--- config.mk ---
export PLATFORM = sky130hd
export DESIGN_NAME = somador_chaves_flat
export DESIGN_NICKNAME = d
export VERILOG_FILES = /design/src/rtl/somador_pkg.sv /design/src/rtl/somador_chaves_if.sv /design/src/rtl/sincronizador.sv /design/src/rtl/somador_chaves.sv /design/src/flat_wrapper.sv
export SDC_FILE = /design/constraint.sdc
export NUM_CORES = 1
export LEC_CHECK = 0
export ABC_CLOCK_PERIOD_IN_PS = 6300
export BUFFER_PORTS_ARGS = -buffer_cell sky130_fd_sc_hd__buf_2
export CORE_ASPECT_RATIO = 1.1
export CORE_MARGIN = 8
export CORE_UTILIZATION = 45
export CTS_CLUSTER_SIZE = 8
export DETAILED_ROUTE_END_ITERATION = 10
export GPL_ROUTABILITY_DRIVEN = 0
export GPL_TIMING_DRIVEN = 0
export PLACE_DENSITY_LB_ADDON = 0.12
export SYNTH_ARGS = -nofsm -noshare
export SYNTH_HDL_FRONTEND = slang
export SYNTH_HIERARCHICAL = 1
export SYNTH_SLANG_ARGS = --single-unit
--- constraint.sdc ---
create_clock -name clk -period 6.3 [get_ports clk]
set_clock_uncertainty 0.1 [all_clocks]
set_input_delay 1.26 -clock clk [delete_from_list [all_inputs] [get_ports clk]]
set_output_delay 1.26 -clock clk [all_outputs]
set_load 0.02 [all_outputs]
--- src/rtl/somador_pkg.sv ---
// Shared types and helpers for the debounced key accumulator.
// The state encoding and the step-size bound are used by somador_chaves.
package somador_pkg;

    typedef enum logic [1:0] {
        IDLE   = 2'd0,
        SETTLE = 2'd1,
        APPLY  = 2'd2,
        HOLD   = 2'd3
    } state_t;

    // Largest step magnitude: every key pressed at once, 1 + 2 + ... + nkeys.
    function automatic int max_step(input int nkeys);
        return (nkeys * (nkeys + 1)) / 2;
    endfunction

endpackage

--- src/rtl/somador_chaves_if.sv ---
// Key/accumulator bus of somador_chaves: raw key levels in, count and status out.
// The master drives the keys, and the slave (the accumulator) drives the results.
interface somador_chaves_if #(
    parameter int WIDTH = 8,
    parameter int NKEYS = 3
) ();

    logic [NKEYS-1:0] keys;
    logic             neg;
    logic             clr;
    logic [WIDTH-1:0] acc;
    logic [WIDTH-1:0] step;
    logic             ovf;
    logic             upd;
    logic             busy;

    modport master (
        output keys, neg, clr,
        input  acc, step, ovf, upd, busy
    );

    modport slave (
        input  keys, neg, clr,
        output acc, step, ovf, upd, busy
    );

endinterface

--- src/rtl/sincronizador.sv ---
// Two-flop synchroniser for a bundle of asynchronous levels.
// Both stages clear to 0 on reset.
module sincronizador #(
    parameter int W = 1
) (
    input  logic         clk,
    input  logic         rst,
    input  logic [W-1:0] d,
    output logic [W-1:0] q
);

    logic [W-1:0] meta;

    // Metastability stage followed by the stable output stage.
    always_ff @(posedge clk or posedge rst) begin
        if (rst) begin
            meta <= '0;
            q    <= '0;
        end else begin
            meta <= d;
            q    <= meta;
        end
    end

endmodule

--- src/rtl/somador_chaves.sv ---
// Debounced key-to-step encoder with a signed accumulator (wrap or saturate).
// Each settled press adds its signed step to acc exactly once.
module somador_chaves
    import somador_pkg::*;
#(
    parameter int WIDTH    = 8,
    parameter int NKEYS    = 3,
    parameter int DEBOUNCE = 4,
    parameter int SATURATE = 0
) (
    input  logic          clk,
    input  logic          rst,
    somador_chaves_if.slave bus
);

    localparam int CW = $clog2(DEBOUNCE + 1);
    localparam logic [CW-1:0] DB_LAST = CW'(DEBOUNCE - 1);
    localparam logic [CW-1:0] CNT_ONE = CW'(1);
    localparam logic [WIDTH-1:0] MAX_VAL = {1'b0, {(WIDTH-1){1'b1}}};
    localparam logic [WIDTH-1:0] MIN_VAL = {1'b1, {(WIDTH-1){1'b0}}};

    if (max_step(NKEYS) > (2 ** (WIDTH - 1)) - 1) begin : g_step_too_wide
        $fatal(1, "somador_chaves: NKEYS step magnitude does not fit in WIDTH-1 bits");
    end

    if (DEBOUNCE < 1) begin : g_bad_debounce
        $fatal(1, "somador_chaves: DEBOUNCE must be at least 1");
    end

    logic [NKEYS:0]   pat;
    logic             pressed;
    state_t           state, state_n;
    logic [CW-1:0]    cnt, cnt_n;
    logic [NKEYS:0]   cap, cap_n;
    logic             apply;
    logic [WIDTH-1:0] mag;
    logic [WIDTH-1:0] step_n;
    logic [WIDTH:0]   sum;
    logic             ovfl;
    logic [WIDTH-1:0] result;

    logic [WIDTH-1:0] acc;
    logic [WIDTH-1:0] step;
    logic             ovf;
    logic             upd;
    logic             busy;

    sincronizador #(.W(NKEYS + 1)) u_sync (
        .clk (clk),
        .rst (rst),
        .d   ({bus.neg, bus.keys}),
        .q   (pat)
    );

    // A lone sign key carries no magnitude, so only the magnitude keys make a press.
    assign pressed = |pat[NKEYS-1:0];

    // FSM state, debounce count and captured pattern.
    always_ff @(posedge clk or posedge rst) begin
        if (rst) begin
            state <= IDLE;
            cnt   <= '0;
            cap   <= '0;
        end else begin
            state <= state_n;
            cnt   <= cnt_n;
            cap   <= cap_n;
        end
    end

    // Next-state logic: settle on a stable pattern, apply once, wait for a clean release.
    always_comb begin
        state_n = state;
        cnt_n   = cnt;
        cap_n   = cap;
        apply   = 1'b0;
        case (state)
            IDLE: begin
                if (pressed) begin
                    cap_n   = pat;
                    cnt_n   = CNT_ONE;
                    state_n = (DEBOUNCE == 1) ? APPLY : SETTLE;
                end else begin
                    cnt_n = '0;
                end
            end
            SETTLE: begin
                if (!pressed) begin
                    cnt_n   = '0;
                    state_n = IDLE;
                end else if (pat != cap) begin
                    cap_n   = pat;
                    cnt_n   = CNT_ONE;
                    state_n = (DEBOUNCE == 1) ? APPLY : SETTLE;
                end else if (cnt == DB_LAST) begin
                    cnt_n   = cnt + CNT_ONE;
                    state_n = APPLY;
                end else begin
                    cnt_n = cnt + CNT_ONE;
                end
            end
            APPLY: begin
                apply   = 1'b1;
                cnt_n   = '0;
                state_n = HOLD;
            end
            HOLD: begin
                if (pressed) begin
                    cnt_n = '0;
                end else if (cnt == DB_LAST) begin
                    cnt_n   = '0;
                    state_n = IDLE;
                end else begin
                    cnt_n = cnt + CNT_ONE;
                end
            end
            default: begin
                cnt_n   = '0;
                state_n = IDLE;
            end
        endcase
    end

    // Signed step from the captured pattern and the wrap/saturate sum.
    always_comb begin
        mag = '0;
        for (int i = 0; i < NKEYS; i++) begin
            if (cap[i]) begin
                mag = mag + WIDTH'(i + 1);
            end else begin
                mag = mag;
            end
        end
        step_n = cap[NKEYS] ? (-mag) : mag;
        sum    = {acc[WIDTH-1], acc} + {step_n[WIDTH-1], step_n};
        // With sign-extended operands, bit WIDTH is the true sign of the sum.
        ovfl   = sum[WIDTH] ^ sum[WIDTH-1];
        if (ovfl && (SATURATE != 0)) begin
            result = sum[WIDTH] ? MIN_VAL : MAX_VAL;
        end else begin
            result = sum[WIDTH-1:0];
        end
    end

    // Registered outputs; clr overrides an update landing in the same cycle.
    always_ff @(posedge clk or posedge rst) begin
        if (rst) begin
            acc  <= '0;
            step <= '0;
            ovf  <= 1'b0;
            upd  <= 1'b0;
            busy <= 1'b0;
        end else begin
            busy <= (state != IDLE);
            upd  <= 1'b0;
            if (apply) begin
                step <= step_n;
            end else begin
                step <= step;
            end
            if (bus.clr) begin
                acc <= '0;
                ovf <= 1'b0;
            end else if (apply) begin
                acc <= result;
                upd <= 1'b1;
                if (ovfl) begin
                    ovf <= 1'b1;
                end else begin
                    ovf <= ovf;
                end
            end else begin
                acc <= acc;
                ovf <= ovf;
            end
        end
    end

    assign bus.acc  = acc;
    assign bus.step = step;
    assign bus.ovf  = ovf;
    assign bus.upd  = upd;
    assign bus.busy = busy;

endmodule

--- src/flat_wrapper.sv ---
// flat-port wrapper written by rule: the top's interface ports become plain ports
module somador_chaves_flat import somador_pkg::*;
#(
    parameter int WIDTH    = 8,
    parameter int NKEYS    = 3,
    parameter int DEBOUNCE = 4,
    parameter int SATURATE = 0
)
  (clk, rst, bus_keys, bus_neg, bus_clr, bus_acc, bus_step, bus_ovf, bus_upd, bus_busy);
  somador_chaves_if #(.WIDTH(WIDTH), .NKEYS(NKEYS)) bus_i ();
  input  logic clk;
  input  logic rst;
  input wire logic [$bits(bus_i.keys)-1:0] bus_keys;
  input wire logic [$bits(bus_i.neg)-1:0] bus_neg;
  input wire logic [$bits(bus_i.clr)-1:0] bus_clr;
  output wire logic [$bits(bus_i.acc)-1:0] bus_acc;
  output wire logic [$bits(bus_i.step)-1:0] bus_step;
  output wire logic [$bits(bus_i.ovf)-1:0] bus_ovf;
  output wire logic [$bits(bus_i.upd)-1:0] bus_upd;
  output wire logic [$bits(bus_i.busy)-1:0] bus_busy;
  assign bus_i.keys = bus_keys;
  assign bus_i.neg = bus_neg;
  assign bus_i.clr = bus_clr;
  assign bus_acc = bus_i.acc;
  assign bus_step = bus_i.step;
  assign bus_ovf = bus_i.ovf;
  assign bus_upd = bus_i.upd;
  assign bus_busy = bus_i.busy;
  somador_chaves #(.WIDTH(WIDTH), .NKEYS(NKEYS), .DEBOUNCE(DEBOUNCE), .SATURATE(SATURATE)) u_core (.clk(clk), .rst(rst), .bus(bus_i));
endmodule
==> results of run 1 <==
## through the flow
step	cells	hold slack, ns
finish	268	0.254
global placement	260	0.234
CTS	268	0.257
detailed placement	260	0.241
floorplan	183	0.231
global route	268	0.260
## area by class of cell
class	count	area share, %
Multi-Input combinational cell	130	43.2
Clock buffer	6	3.78
Clock inverter	2	1.72
Sequential cell	33	37.8
Buffer	10	3.09
Inverter	10	1.72
Tap cell	52	2.98
Timing Repair Buffer	25	5.72
## registers in the layout, indices dropped and copies added, names as in the netlist, named ones only
register and count:
u_core/state 1, u_core/bus.step 5, u_core/cnt 3, u_core/u_sync/meta 4
u_core/bus.acc 8, u_core/bus.upd 1, u_core/bus.ovf 1, u_core/bus.busy 1
u_core/cap 4, u_core/u_sync/q 4
## power by group
part | leakage [nW] | internal [mW] | switching (mW)
Clock | 0.0574 | 0.129 | 0.0778
Sequential | 0.418 | 0.241 | 0.0179
Combinational | 0.576 | 0.108 | 0.161
## final timing paths
path	startpoint	end	slack, ns	cells past startpoint
setup / recovery	u_core/cap[0]$_DFFE_PP0P_	u_core/bus.ovf$_DFFE_PP0P_	3.00	12
min in group asynchronous	rst	u_core/u_sync/q[2]$_DFF_PP0_	0.81	2
max in group asynchronous	rst	u_core/bus.acc[1]$_DFFE_PP0P_	4.39	2
setup reg to reg	u_core/cap[0]$_DFFE_PP0P_	u_core/bus.ovf$_DFFE_PP0P_	3.00	12
hold / removal	u_core/u_sync/meta[2]$_DFF_PP0_	u_core/u_sync/q[2]$_DFF_PP0_	0.25	0
hold reg to reg	u_core/u_sync/meta[2]$_DFF_PP0_	u_core/u_sync/q[2]$_DFF_PP0_	0.25	0
## cell families after synthesis
group / after synthesis
buffers and inverters: 20
multiplexers: 8
adder cells (fa/ha/maj): 13
XOR/XNOR: 8
AO/OA/AOI/OAI: 45
flip-flops: 33
AND/OR/NAND/NOR: 56
## cell usage after synthesis (2+ instances only)
master	n	area [sq um]
a211oi_1	3	22.5
a21boi_0	3	22.5
a21o_1	4	30.0
a21oi_1	8	40.0
a31oi_1	4	25.0
buf_2	3	15.0
buf_4	5	37.5
dfrtp_1	33	826
ha_1	12	150
inv_1	10	37.5
mux2_2	7	78.8
nand2_1	22	82.6
nand3_1	3	15.0
nand3b_1	2	15.0
nor2_1	11	41.3
nor2b_1	2	12.5
nor3_1	4	20.0
nor3b_1	2	15.0
o211ai_1	2	15.0
o21ai_0	5	25.0
o21ai_1	5	25.0
o31ai_1	2	15.0
xnor2_1	2	17.5
xor2_1	5	43.8
## per-layer routing
metal,share of wire (%),track usage [%],vias up
li1,-,-,711
met4,1.7,4.98,0
met3,5.3,4.09,6
met1,43,13.1,669
met2,50,20.5,33
met5,0,0,-
## worst register-to-register path, delay by kind of cell (launching register included)
kind | cells | cell delay, ns
muxes | 1 | 0.13
AOI/OAI and AO/OA | 5 | 1.26
DFF | 1 | 0.33
and+or+nand+nor | 2 | 0.35
adders and majority gates | 2 | 0.76
buffers and inverters | 2 | 0.27
==> results_tabular.tex, run 1 <==
\begin{tabular}{lr}
\hline
Metric & Value \\
\hline
\multicolumn{2}{l}{\textbf{Layout}} \\
\quad Most common cell after layout, fill and taps aside & dfrtp\_1 \\
\quad Diodes inserted & 0 \\
\quad Final design area excluding fillers & between 2000 and 2500 sq um \\
\quad Number of fillers in the final layout & between 300 and 400 \\
\quad Nets & between 200 and 250 \\
\quad Area of all sequential standard cells & between 800 and 900 sq um \\
\quad Layout area overhead & 16.5\% \\
\quad Fraction of final layout cells sized beyond drive strength 1 & 25.9\% \\
\quad Area of combinational cells with multiple inputs & approximately 940 sq um \\
\quad Final core utilization & 54.7\% \\
\quad Top library cells by usage in the layout, fill and taps aside & dfrtp\_1 (33), buf\_2 (28), nand2\_1 (22), ha\_1 (12), nor2\_1 (11) \\
\multicolumn{2}{l}{\textbf{Floorplan}} \\
\quad Height of the die & 83.7 um \\
\quad Floorplan die width & 77.6 um \\
\quad Ports & 26 \\
\quad Core region area & roughly 4000 sq um \\
\quad Placement row count & 24 \\
\quad Area of the die & between 6000 and 7000 sq um \\
\quad Initial core utilization & between 40 and 50\% \\
\multicolumn{2}{l}{\textbf{Detailed routing}} \\
\quad Antenna viol nets, final & 0 \\
\quad Vias & $\sim$1400 \\
\quad WL per Instance & between 10 and 15 um \\
\quad Overall routed net length & between 3 and 4 mm \\
\quad Vias per cell & 5.29 \\
\quad Number of iterations in the first detailed-routing pass & 4 \\
\quad DR DRC count & 0 \\
\quad First DRT Iteration DRCs & about 100 \\
\multicolumn{2}{l}{\textbf{Timing}} \\
\quad Fmax achieved & between 0.3 and 0.4 GHz \\
\quad RSZ-0062 raised after global routing & no \\
\quad Min setup slack post-route & around 3.0 ns \\
\quad Final slew viol count & 0 \\
\quad Slew margin rel. & between 30 and 40\% \\
\quad Final critical-path required period & around 3.3 ns \\
\quad Final Hold Fails & 0 \\
\quad Tightest Pin Transition & between 0.9 and 1 ns \\
\quad Period utilisation layout & approximately 52\% \\
\quad Setup TNS & 0 ns \\
\quad Final setup vio count & 0 \\
\multicolumn{2}{l}{\textbf{Worst setup path}} \\
\quad Kind of critical path & reg2reg \\
\quad Cell chain of the critical path & buf\_4, inv\_1, ha\_1, nand3\_1, o31ai\_1, a21boi\_0, ha\_1, and4\_1, a221oi\_2, o21ai\_1, mux2i\_1, a311oi\_1 \\
\quad Launching element type of the critical path & flip-flop \\
\quad Delay of the slowest cell on the worst path & around 0.56 ns \\
\quad Standard cell with the maximum stage delay on the critical path & a21boi\_0 \\
\quad Critical path's top delay family & compound AO/OA/AOI/OAI gates \\
\quad Number of buffer and inverter stages on the critical path & 2 \\
\quad Cell with the most instances on the worst path & ha\_1 \\
\quad Endpoint arrival time on the critical path & 3.39 ns \\
\quad Highest net fanout along the worst path & 8 \\
\quad Crit path required time & about 6.4 ns \\
\quad Critical Path End Type & flip-flop \\
\multicolumn{2}{l}{\textbf{Logic synthesis}} \\
\quad Net count of the mapped netlist & slightly above 200 \\
\quad Share of synthesized flip-flops with an asynchronous set or reset & 100\% \\
\quad Share of synthesized area spent on multiplexers & approximately 4.7\% \\
\quad Dominant combinational cell family by area after synthesis & compound AO/OA/AOI/OAI gates \\
\quad Total number of yosys warnings & 6 \\
\quad Number of unique standard cell types used by synthesis & 48 \\
\quad Synth Area in Adders & a little under a tenth \\
\quad Gate count after technology mapping & around 180 \\
\quad Post-synth EDFFs & 0 \\
\quad Post-Synth Simple-Gate Area & $\sim$15\% \\
\quad Most used flip-flop cell after synthesis & dfrtp\_1 \\
\quad Mean instance size in the synthesized netlist & about 10 sq um \\
\quad Synthesized-area fraction occupied by xor and xnor cells & 4.74\% \\
\quad Fraction of the yosys area taken by sequential cells & between 40\% and 50\% \\
\quad Synthesized-area fraction occupied by ao, oa, aoi and oai cells & 16.3\% \\
\quad Post-synthesis register bit count & 33 \\
\quad Synthesized area & 1880 sq um \\
\multicolumn{2}{l}{\textbf{Clock network}} \\
\quad Clock-pin transition on the worst setup and hold timing paths & 0.07 ns \\
\quad Max H-tree Level & 2 \\
\quad Bufs on Longest Clock Path & 2 \\
\quad Cell chosen for the clock root & clkbuf\_8 \\
\quad Count of clock tree sinks & 33 \\
\quad Clock latency on the worst-skew pair & between 0.2 and 0.3 ns \\
\quad Total of cells resized after clock tree synthesis & 0 \\
\quad TritonCTS clock tree & done \\
\quad Hold-fix buffers at CTS & 0 \\
\quad Clock buffers created by TritonCTS & 5 \\
\quad Setup Fix Bufs, Post-CTS & 0 \\
\multicolumn{2}{l}{\textbf{Global route}} \\
\quad Maximum number of pins on one net before global-route repair & 26 \\
\quad Overall Global Routing Usage & 12.0\% \\
\quad Wire length of the first global-routing pass & 6.35 mm \\
\quad Antenna violations before repair & 0 \\
\quad Grt ovf & 0 \\
\quad Via count of the first global-routing pass & between 1000 and 1500 \\
\multicolumn{2}{l}{\textbf{Run status}} \\
\quad Result of the run & complete, no violations \\
\multicolumn{2}{l}{\textbf{Pwr}} \\
\quad Total power of the final layout & roughly 0.73 mW \\
\quad Leakage power of the design & between 1 and 1.5 nW \\
\quad Total power divided by cell area & roughly 340 nW/um\^{}2 \\
\quad IR drop worst, VDD & approximately 0.00017 V \\
\multicolumn{2}{l}{\textbf{Flow run}} \\
\quad Count of maximum capacitance violations & 0 \\
\multicolumn{2}{l}{\textbf{Place}} \\
\quad Pre-CTS setup slack & about 3 ns \\
\quad \# port buffers & 25 \\
\quad Cell area after placement & between 2000 and 2500 sq um \\
\quad Final HPWL DP & approximately 2.8 mm \\
\multicolumn{2}{l}{\textbf{Min path}} \\
\quad Type of the most critical hold path & reg2reg \\
\hline
\end{tabular}
(Power assumes the default switching activity.)
==> inputs of run 2 (changes only) <==
Settings changed: ABC_CLOCK_PERIOD_IN_PS 6300 to 3250.
Clock period 6.3 ns to 3.25 ns, I/O delays scaled along.
==> run 2 against run 1 <==
Effect of this change:
- final cell count rose by 0.37%
- sequential power increased by 94%
- largest cell class unchanged
- wire length grew 1.6%
- setup slack worse by 2.8 ns
==> results_tabular.tex, run 2 (synthesis results as in run 1) <==
\begin{tabular}{lr}
\hline
Metric & Value \\
\hline
\multicolumn{2}{l}{\textbf{Timing}} \\
\quad Final critical-path required period & 3.06 ns (-0.236 ns) \\
\quad Final slew viol count & 0 (unchanged) \\
\quad Period utilisation layout & 94.3\% (+42 points) \\
\quad Final setup vio count & 0 (unchanged) \\
\quad Slew margin rel. & 33.7\% (+0.038 points) \\
\quad Fmax achieved & 0.326 GHz (+7.7\%) \\
\quad Final Hold Fails & 0 (unchanged) \\
\quad Minimum hold slack & 0.198 ns (-0.0567 ns) \\
\quad Tightest Pin Transition & 0.993 ns (-0.000564 ns) \\
\multicolumn{2}{l}{\textbf{Layout}} \\
\quad Fraction of final layout cells sized beyond drive strength 1 & 28.6\% (+2.6 points) \\
\quad Largest regs & u\_core/bus.acc: 8 flops, u\_core/bus.step: 5 flops \\
\quad Top library cells by usage in the layout, fill and taps aside & dfrtp\_1 (33), buf\_2 (28), nand2\_1 (22), nor2\_1 (11), ha\_1 (10) \\
\quad Final design area excluding fillers & 2220 sq um (+1.6\%) \\
\quad Layout area overhead & 18.4\% \\
\quad Register ranked first by flip-flop count & u\_core/bus.acc \\
\quad Max reg flops & 8 (unchanged) \\
\quad Most common cell after layout, fill and taps aside & dfrtp\_1 \\
\quad Diodes inserted & 0 (unchanged) \\
\quad Nets & 236 (+0.43\%) \\
\multicolumn{2}{l}{\textbf{Floorplan}} \\
\quad Placement row count & 24 (unchanged) \\
\quad Area of the die & 6490 sq um (unchanged) \\
\quad Initial core utilization & 47.0\% (unchanged) \\
\quad Height of the die & 83.7 um (unchanged) \\
\quad Floorplan die width & 77.6 um (unchanged) \\
\quad Core region area & 3990 sq um (unchanged) \\
\quad Ports & 26 (unchanged) \\
\multicolumn{2}{l}{\textbf{Worst setup path}} \\
\quad Reg-to-reg setup timing slack & 0.19 ns (-2.81 ns) \\
\quad Highest net fanout along the worst path & 8 (unchanged) \\
\quad Endpoint arrival time on the critical path & 3.15 ns (-0.24 ns) \\
\quad Crit path required time & 3.34 ns (-3.05 ns) \\
\quad First element of the critical path & u\_core/cap[0]\$\_DFFE\_PP0P\_ \\
\quad Launching element type of the critical path & flip-flop \\
\quad Timing endpoint of the critical path & u\_core/bus.ovf\$\_DFFE\_PP0P\_ \\
\quad Worst reg2reg path endpoint & u\_core/bus.ovf\$\_DFFE\_PP0P\_ \\
\quad Depth of the worst register-to-register path & 14 (+2) \\
\quad Kind of critical path & reg2reg \\
\quad Launching point of the worst reg2reg path & u\_core/cap[0]\$\_DFFE\_PP0P\_ \\
\quad Critical Path End Type & flip-flop \\
\multicolumn{2}{l}{\textbf{Pwr}} \\
\quad Total internal power & 0.945 mW (+98\%) \\
\quad Clk pwr share & 27.5\% (-0.6 points) \\
\quad Proportion of power drawn by flip-flops and latches & 34.5\% (-0.8 points) \\
\quad IR drop worst, VDD & 0.000324 V (+94\%) \\
\quad Leakage power of the design & 1.06 nW (+0.63\%) \\
\quad Sw Ratio & 35.1\% (+0.17 points) \\
\quad Net Sw Power & 0.511 mW (+100\%) \\
\quad Comb power frac & 38.0\% (+1.4 points) \\
\quad Total power divided by cell area & 656 nW/um\^{}2 (+95\%) \\
\multicolumn{2}{l}{\textbf{Flow run}} \\
\quad Count of maximum capacitance violations & 0 (unchanged) \\
\multicolumn{2}{l}{\textbf{Detailed routing}} \\
\quad Number of iterations in the first detailed-routing pass & 4 (unchanged) \\
\quad Overall routed net length & 3.72 mm (+1.6\%) \\
\quad First DRT Iteration DRCs & 87 (-14\%) \\
\quad DR DRC count & 0 (unchanged) \\
\quad Vias & 1422 (+0.21\%) \\
\quad Vias per cell & 5.29 (-0.16\%) \\
\quad Antenna viol nets, final & 0 (unchanged) \\
\quad WL per Instance & 13.8 um (+1.3\%) \\
\multicolumn{2}{l}{\textbf{Place}} \\
\quad Cell area after placement & 2070 sq um (unchanged) \\
\quad Final HPWL DP & 2.80 mm (unchanged) \\
\quad \# port buffers & 25 (unchanged) \\
\multicolumn{2}{l}{\textbf{Global route}} \\
\quad Via count of the first global-routing pass & 1394 (unchanged) \\
\quad Met3 Resource Use GR & 4.09\% (unchanged) \\
\quad Antenna violations before repair & 0 (unchanged) \\
\quad Most congested layer reported by global routing & met2 \\
\quad Grt ovf & 0 (unchanged) \\
\quad Maximum number of pins on one net before global-route repair & 26 (unchanged) \\
\quad Global-route met1 utilization & 13.1\% (unchanged) \\
\quad Met2 Resource Use GR & 20.5\% (unchanged) \\
\quad Overall Global Routing Usage & 12.0\% (unchanged) \\
\quad Wire length of the first global-routing pass & 6.35 mm (unchanged) \\
\multicolumn{2}{l}{\textbf{Clock network}} \\
\quad Max H-tree Level & 2 (unchanged) \\
\quad Count of clock tree sinks & 33 (unchanged) \\
\quad Clock-pin transition on the worst setup and hold timing paths & 0.07 ns (about the same) \\
\quad TritonCTS clock tree & done \\
\quad Clock latency on the worst-skew pair & 0.28 ns (about the same) \\
\quad Cell chosen for the clock root & clkbuf\_8 \\
\quad Bufs on Longest Clock Path & 2 (unchanged) \\
\quad Clock buffers created by TritonCTS & 5 (unchanged) \\
\multicolumn{2}{l}{\textbf{Run status}} \\
\quad Result of the run & complete, no violations \\
\multicolumn{2}{l}{\textbf{Min path}} \\
\quad Type of the most critical hold path & in2async \\
\hline
\end{tabular}
## run 2: critical path, cell delays in order, from the launching register on
cell      delay (ns)
dfrtp_1         0.38
buf_6           0.14
inv_2           0.09
ha_4            0.21
nand3_1         0.08
o31ai_1         0.10
ha_1            0.31
nand2_1         0.06
o21ai_0         0.11
ha_2            0.36
a21o_1          0.21
a221oi_2        0.34
o21ai_2         0.09
mux2i_1         0.12
a311oi_1        0.25
## run 2: cell type report
| type | instances | area, sq um |
|---|---|---|
| Sequential cell | 33 | 826 |
| Tap cell | 52 | 65.1 |
| Inverter | 10 | 37.5 |
| Timing Repair Buffer | 26 | 133 |
| Multi-Input combinational cell | 130 | 968 |
| Fill cell | 339 | 1770 |
| Clock inverter | 2 | 37.5 |
| Clock buffer | 6 | 82.6 |
| Buffer | 10 | 71.3 |
## run 2: power groups by stage
stage / logic (mW) / registers (mW) / clock network (mW)
after global routing: 0.616 / 0.512 / 0.427
after global placement: 0.510 / 0.507 / 0
after CTS: 0.527 / 0.502 / 0.413
after detailed placement: 0.525 / 0.510 / 0
final: 0.554 / 0.502 / 0.401
after floorplan: 0.370 / 0.540 / 0
## run 2: timing repair
| action | 4_1_cts | 5_1_grt |
|---|---|---|
| pin swaps | 0 | 5 |
| hold buffers | 0 | 0 |
| setup endpoints to repair | 1 | 5 |
| buffers inserted | 0 | 1 |
| gates resized for setup | 1 | 7 |
## run 2: worst min path at each step
stage | to | slack, ns | cells past startpoint
floorplan | u_core/u_sync/q[0]$_DFF_PP0_ | 0.23 | 0
global placement | u_core/u_sync/q[3]$_DFF_PP0_ | 0.23 | 0
detailed placement | u_core/u_sync/q[3]$_DFF_PP0_ | 0.24 | 0
CTS | u_core/u_sync/meta[2]$_DFF_PP0_ | 0.20 | 2
global route | u_core/u_sync/q[2]$_DFF_PP0_ | 0.23 | 2
finish | u_core/u_sync/q[2]$_DFF_PP0_ | 0.20 | 2
## run 2: layer usage
layer  wire, um  share of wire [%]
met5          0                  0
met3        202                5.4
met4         68                1.8
met2       1870                 50
met1       1580                 43
## run 2: per-stage QoR
step                      util (%)  TNS [ns]  total power, mW  cells  worst slack, ns
final                         55.6         0             1.46    269            0.187
after global routing          55.6   -0.0139             1.55    269          -0.0139
after floorplan                  -         0            0.910    183            0.371
after CTS                     54.7         0             1.44    268           0.0648
after detailed placement      51.7  -0.00759             1.03    260         -0.00759
after global placement        51.7         0             1.02    260           0.0506
==> inputs of run 3 (changes only) <==
Settings changed: ABC_AREA from default to 1, CORE_UTILIZATION 45 to 57.
==> run 3 against run 2 <==
Effect of this change:
- first-iteration DRC count decreased by 28%
- combinational power grew 110%
- clock power down 22%
- setup slack better by 0.23 ns
- hold slack got worse by 0.049 ns
- critical path type unchanged
- die area is 18% lower
==> results_tabular.tex, run 3 <==
\begin{tabular}{lr}
\hline
Metric & Value \\
\hline
\multicolumn{2}{l}{\textbf{Run status}} \\
\quad Result of the run & complete, no violations \\
\multicolumn{2}{l}{\textbf{Timing}} \\
\quad Final Hold Fails & 0 (unchanged) \\
\quad Minimum hold slack & 0.148 ns (-0.0492 ns) \\
\quad RSZ-0062 raised after global routing & no \\
\quad Final critical-path required period & 2.83 ns (-0.233 ns) \\
\quad Fmax achieved & 0.353 GHz (+8.2\%) \\
\quad Slew margin rel. & 34.6\% (+0.89 points) \\
\quad Final slew viol count & 0 (unchanged) \\
\quad Setup TNS & 0 ns (unchanged) \\
\quad Min setup slack post-route & 0.420 ns (+0.233 ns) \\
\quad Final setup vio count & 0 (unchanged) \\
\quad Tightest Pin Transition & 0.980 ns (-0.0134 ns) \\
\quad Period utilisation layout & 87.1\% (-7.2 points) \\
\multicolumn{2}{l}{\textbf{Pwr}} \\
\quad IR drop worst, VDD & 0.000677 V (+110\%) \\
\quad Leakage power of the design & 1.21 nW (+14\%) \\
\quad Total power divided by cell area & 1000 nW/um\^{}2 (+53\%) \\
\multicolumn{2}{l}{\textbf{Clock network}} \\
\quad Bufs on Longest Clock Path & 2 (unchanged) \\
\quad Total of cells resized after clock tree synthesis & 0 (-1) \\
\quad TritonCTS clock tree & done \\
\quad Hold-fix buffers at CTS & 0 (unchanged) \\
\quad Max H-tree Level & 2 (unchanged) \\
\quad Clock-pin transition on the worst setup and hold timing paths & 0.11 ns (+0.04 ns) \\
\quad Setup Fix Bufs, Post-CTS & 0 (unchanged) \\
\quad Clock latency on the worst-skew pair & 0.34 ns (+0.06 ns) \\
\quad Cell chosen for the clock root & clkbuf\_4 \\
\quad Clock buffers created by TritonCTS & 5 (unchanged) \\
\quad Count of clock tree sinks & 33 (unchanged) \\
\multicolumn{2}{l}{\textbf{Layout}} \\
\quad Area of all sequential standard cells & 826 sq um (unchanged) \\
\quad Largest regs & u\_core/bus.acc: 8 flops, u\_core/bus.step: 5 flops \\
\quad Diodes inserted & 0 (unchanged) \\
\quad Nets & 280 (+19\%) \\
\quad Area of combinational cells with multiple inputs & 873 sq um (-9.8\%) \\
\quad Number of fillers in the final layout & 263 (-22\%) \\
\quad Fraction of final layout cells sized beyond drive strength 1 & 19.2\% (-9.4 points) \\
\quad Register ranked first by flip-flop count & u\_core/bus.acc \\
\quad Final Non-Filler Cells & 295 (+9.7\%) \\
\quad Max reg flops & 8 (unchanged) \\
\quad Top library cells by usage in the layout, fill and taps aside & nand2\_1 (72), inv\_1 (34), dfrtp\_1 (33), buf\_2 (25), nor2\_1 (13) \\
\quad Most common cell after layout, fill and taps aside & nand2\_1 \\
\quad Layout area overhead & 13.5\% \\
\multicolumn{2}{l}{\textbf{Flow run}} \\
\quad Count of maximum capacitance violations & 0 (unchanged) \\
\multicolumn{2}{l}{\textbf{Global route}} \\
\quad Maximum number of pins on one net before global-route repair & 26 (unchanged) \\
\quad Overall Global Routing Usage & 13.8\% (+1.8 points) \\
\quad Via count of the first global-routing pass & 1449 (+3.9\%) \\
\quad Wire length of the first global-routing pass & 6.09 mm (-4.1\%) \\
\quad Antenna violations before repair & 0 (unchanged) \\
\quad Grt ovf & 0 (unchanged) \\
\multicolumn{2}{l}{\textbf{Logic synthesis}} \\
\quad Cell taking the most area after synthesis & dfrtp\_1 \\
\quad Share of synthesized flip-flops with an asynchronous set or reset & 100\% (unchanged) \\
\quad Biggest area contributors in the synthesized netlist & dfrtp\_1 (44\%), nand2\_1 (15\%), ha\_1 (8.1\%) \\
\quad Most used standard cell by instance count after synthesis & nand2\_1 \\
\quad Commonest cells post-synth & nand2\_1 (72), inv\_1 (34), dfrtp\_1 (33), nor2\_1 (13), ha\_1 (12) \\
\quad Fraction of the yosys area taken by sequential cells & 44.4\% (+0.33 points) \\
\quad Most used flip-flop cell after synthesis & dfrtp\_1 \\
\quad Net count of the mapped netlist & 248 (+22\%) \\
\quad Share of the synthesized area in the top cell type & 44.4\% (+0.33 points) \\
\quad Post-synth EDFFs & 0 (unchanged) \\
\quad Total number of yosys warnings & 6 (unchanged) \\
\quad Mean instance size in the synthesized netlist & 8.17 sq um (-20\%) \\
\quad Post-synthesis register bit count & 33 (unchanged) \\
\quad Number of unique standard cell types used by synthesis & 29 (-40\%) \\
\quad Gate count after technology mapping & 228 (+25\%) \\
\quad Synthesized area & 1860 sq um (-0.73\%) \\
\multicolumn{2}{l}{\textbf{Detailed routing}} \\
\quad WL per Instance & 12.0 um (-13\%) \\
\quad Number of iterations in the first detailed-routing pass & 4 (unchanged) \\
\quad Overall routed net length & 3.53 mm (-5.0\%) \\
\quad Vias per cell & 5.10 (-3.6\%) \\
\quad Antenna viol nets, final & 0 (unchanged) \\
\quad DR DRC count & 0 (unchanged) \\
\quad First DRT Iteration DRCs & 63 (-28\%) \\
\quad Vias & 1504 (+5.8\%) \\
\multicolumn{2}{l}{\textbf{Floorplan}} \\
\quad Core region area & 3070 sq um (-23\%) \\
\quad Placement row count & 21 (-13\%) \\
\quad Height of the die & 75.9 um (-9.3\%) \\
\quad Area of the die & 5350 sq um (-18\%) \\
\quad Ports & 26 (unchanged) \\
\quad Initial core utilization & 60.6\% (+14 points) \\
\quad Floorplan die width & 70.5 um (-9.1\%) \\
\multicolumn{2}{l}{\textbf{Worst setup path}} \\
\quad Endpoint arrival time on the critical path & 2.97 ns (-0.18 ns) \\
\quad Crit path required time & 3.39 ns (+0.05 ns) \\
\quad Worst reg2reg path endpoint & u\_core/bus.ovf\$\_DFFE\_PP0P\_ \\
\quad Highest net fanout along the worst path & 4 (-4) \\
\quad Kind of critical path & reg2reg \\
\quad Launching element type of the critical path & flip-flop \\
\quad Reg-to-reg setup timing slack & 0.42 ns (+0.23 ns) \\
\quad Launching point of the worst reg2reg path & u\_core/cap[0]\$\_DFFE\_PP0P\_ \\
\quad Timing endpoint of the critical path & u\_core/bus.ovf\$\_DFFE\_PP0P\_ \\
\quad Depth of the worst register-to-register path & 14 (unchanged) \\
\quad Critical Path End Type & flip-flop \\
\quad First element of the critical path & u\_core/cap[0]\$\_DFFE\_PP0P\_ \\
\multicolumn{2}{l}{\textbf{Place}} \\
\quad Final HPWL DP & 2.70 mm (-3.6\%) \\
\quad Placed insts & 287 (+10\%) \\
\quad Pre-CTS setup slack & 0.454 ns (+0.461 ns) \\
\quad \# port buffers & 25 (unchanged) \\
\multicolumn{2}{l}{\textbf{Min path}} \\
\quad Type of the most critical hold path & in2async \\
\hline
\end{tabular}
run 3: cell types whose count changed in the layout (fill, tap and decap cells not counted), moves of 4 or more:
cell,before,now
mux2_2,7,0
nand2_1,22,72
a31oi_1,4,0
o21ai_0,5,11
xor2_1,5,0
clkbuf_8,6,0
a21o_1,4,0
nand3_1,3,11
inv_1,9,34
clkbuf_4,0,5
run 3: per-layer routing:
layer,vias to the layer above,global-route usage (%),part of all wire [%]
li1,781,-,-
met1,691,14.1,44
met2,28,23.8,50
met3,4,5.47,4.4
met4,0,6.44,1.2
met5,-,0,0
run 3: critical path, stage by stage, from the launching register on:
cell	delay, ns
dfrtp_1	0.41
inv_1	0.09
ha_1	0.28
o21ai_0	0.29
nor2_1	0.10
a21oi_1	0.44
ha_1	0.37
nand2_1	0.09
nand2_1	0.07
nand2_1	0.07
nand2_1	0.04
a21oi_1	0.16
nand3_1	0.09
nand3_1	0.09
nand2_1	0.05
run 3: power breakdown:
group	internal, mW	total, mW	switching, mW
registers	0.534	0.627	0.0930
clock network	0.163	0.313	0.150
logic	0.423	1.18	0.753
total	1.12	2.12	0.997
run 3: worst min-delay path by stage:
stage	end	slack, ns	from	cells after the start
final	u_core/u_sync/meta[1]$_DFF_PP0_	0.15	rst	2
after floorplan	u_core/u_sync/q[0]$_DFF_PP0_	0.23	u_core/u_sync/meta[0]$_DFF_PP0_	0
after detailed placement	u_core/u_sync/q[0]$_DFF_PP0_	0.24	u_core/u_sync/meta[0]$_DFF_PP0_	0
after global routing	u_core/u_sync/meta[1]$_DFF_PP0_	0.14	rst	2
after CTS	u_core/u_sync/meta[1]$_DFF_PP0_	0.13	rst	2
after global placement	u_core/u_sync/q[0]$_DFF_PP0_	0.23	u_core/u_sync/meta[0]$_DFF_PP0_	0
run 3: logic make-up after synthesis:
| group | count (synthesis) | share of synthesized area, % |
|---|---|---|
| fa+ha+maj | 13 | 9.14 |
| xor+xnor | 3 | 1.41 |
| simple gates | 111 | 27.0 |
| buf+inv | 40 | 8.74 |
| flops | 33 | 44.4 |
| compound gates | 28 | 9.34 |
run 3: stage by stage:
step | power, mW | util [%] | cell area [sq um]
floorplan | 1.54 | - | 1860
global placement | 1.79 | 66.0 | 2030
detailed placement | 1.81 | 66.0 | 2030
CTS | 2.13 | 68.7 | 2110
global route | 2.32 | 68.7 | 2110
finish | 2.12 | 68.7 | 2110
run 3: layout make-up:
class,instances,area share (%)
multi-input cells,155,41.3
well taps,34,2.01
repair buffers,25,5.92
plain buffers,4,1.30
clock buffers,5,1.78
inverters,36,6.39
flip-flops and latches,33,39.1
clock inverters,3,2.19
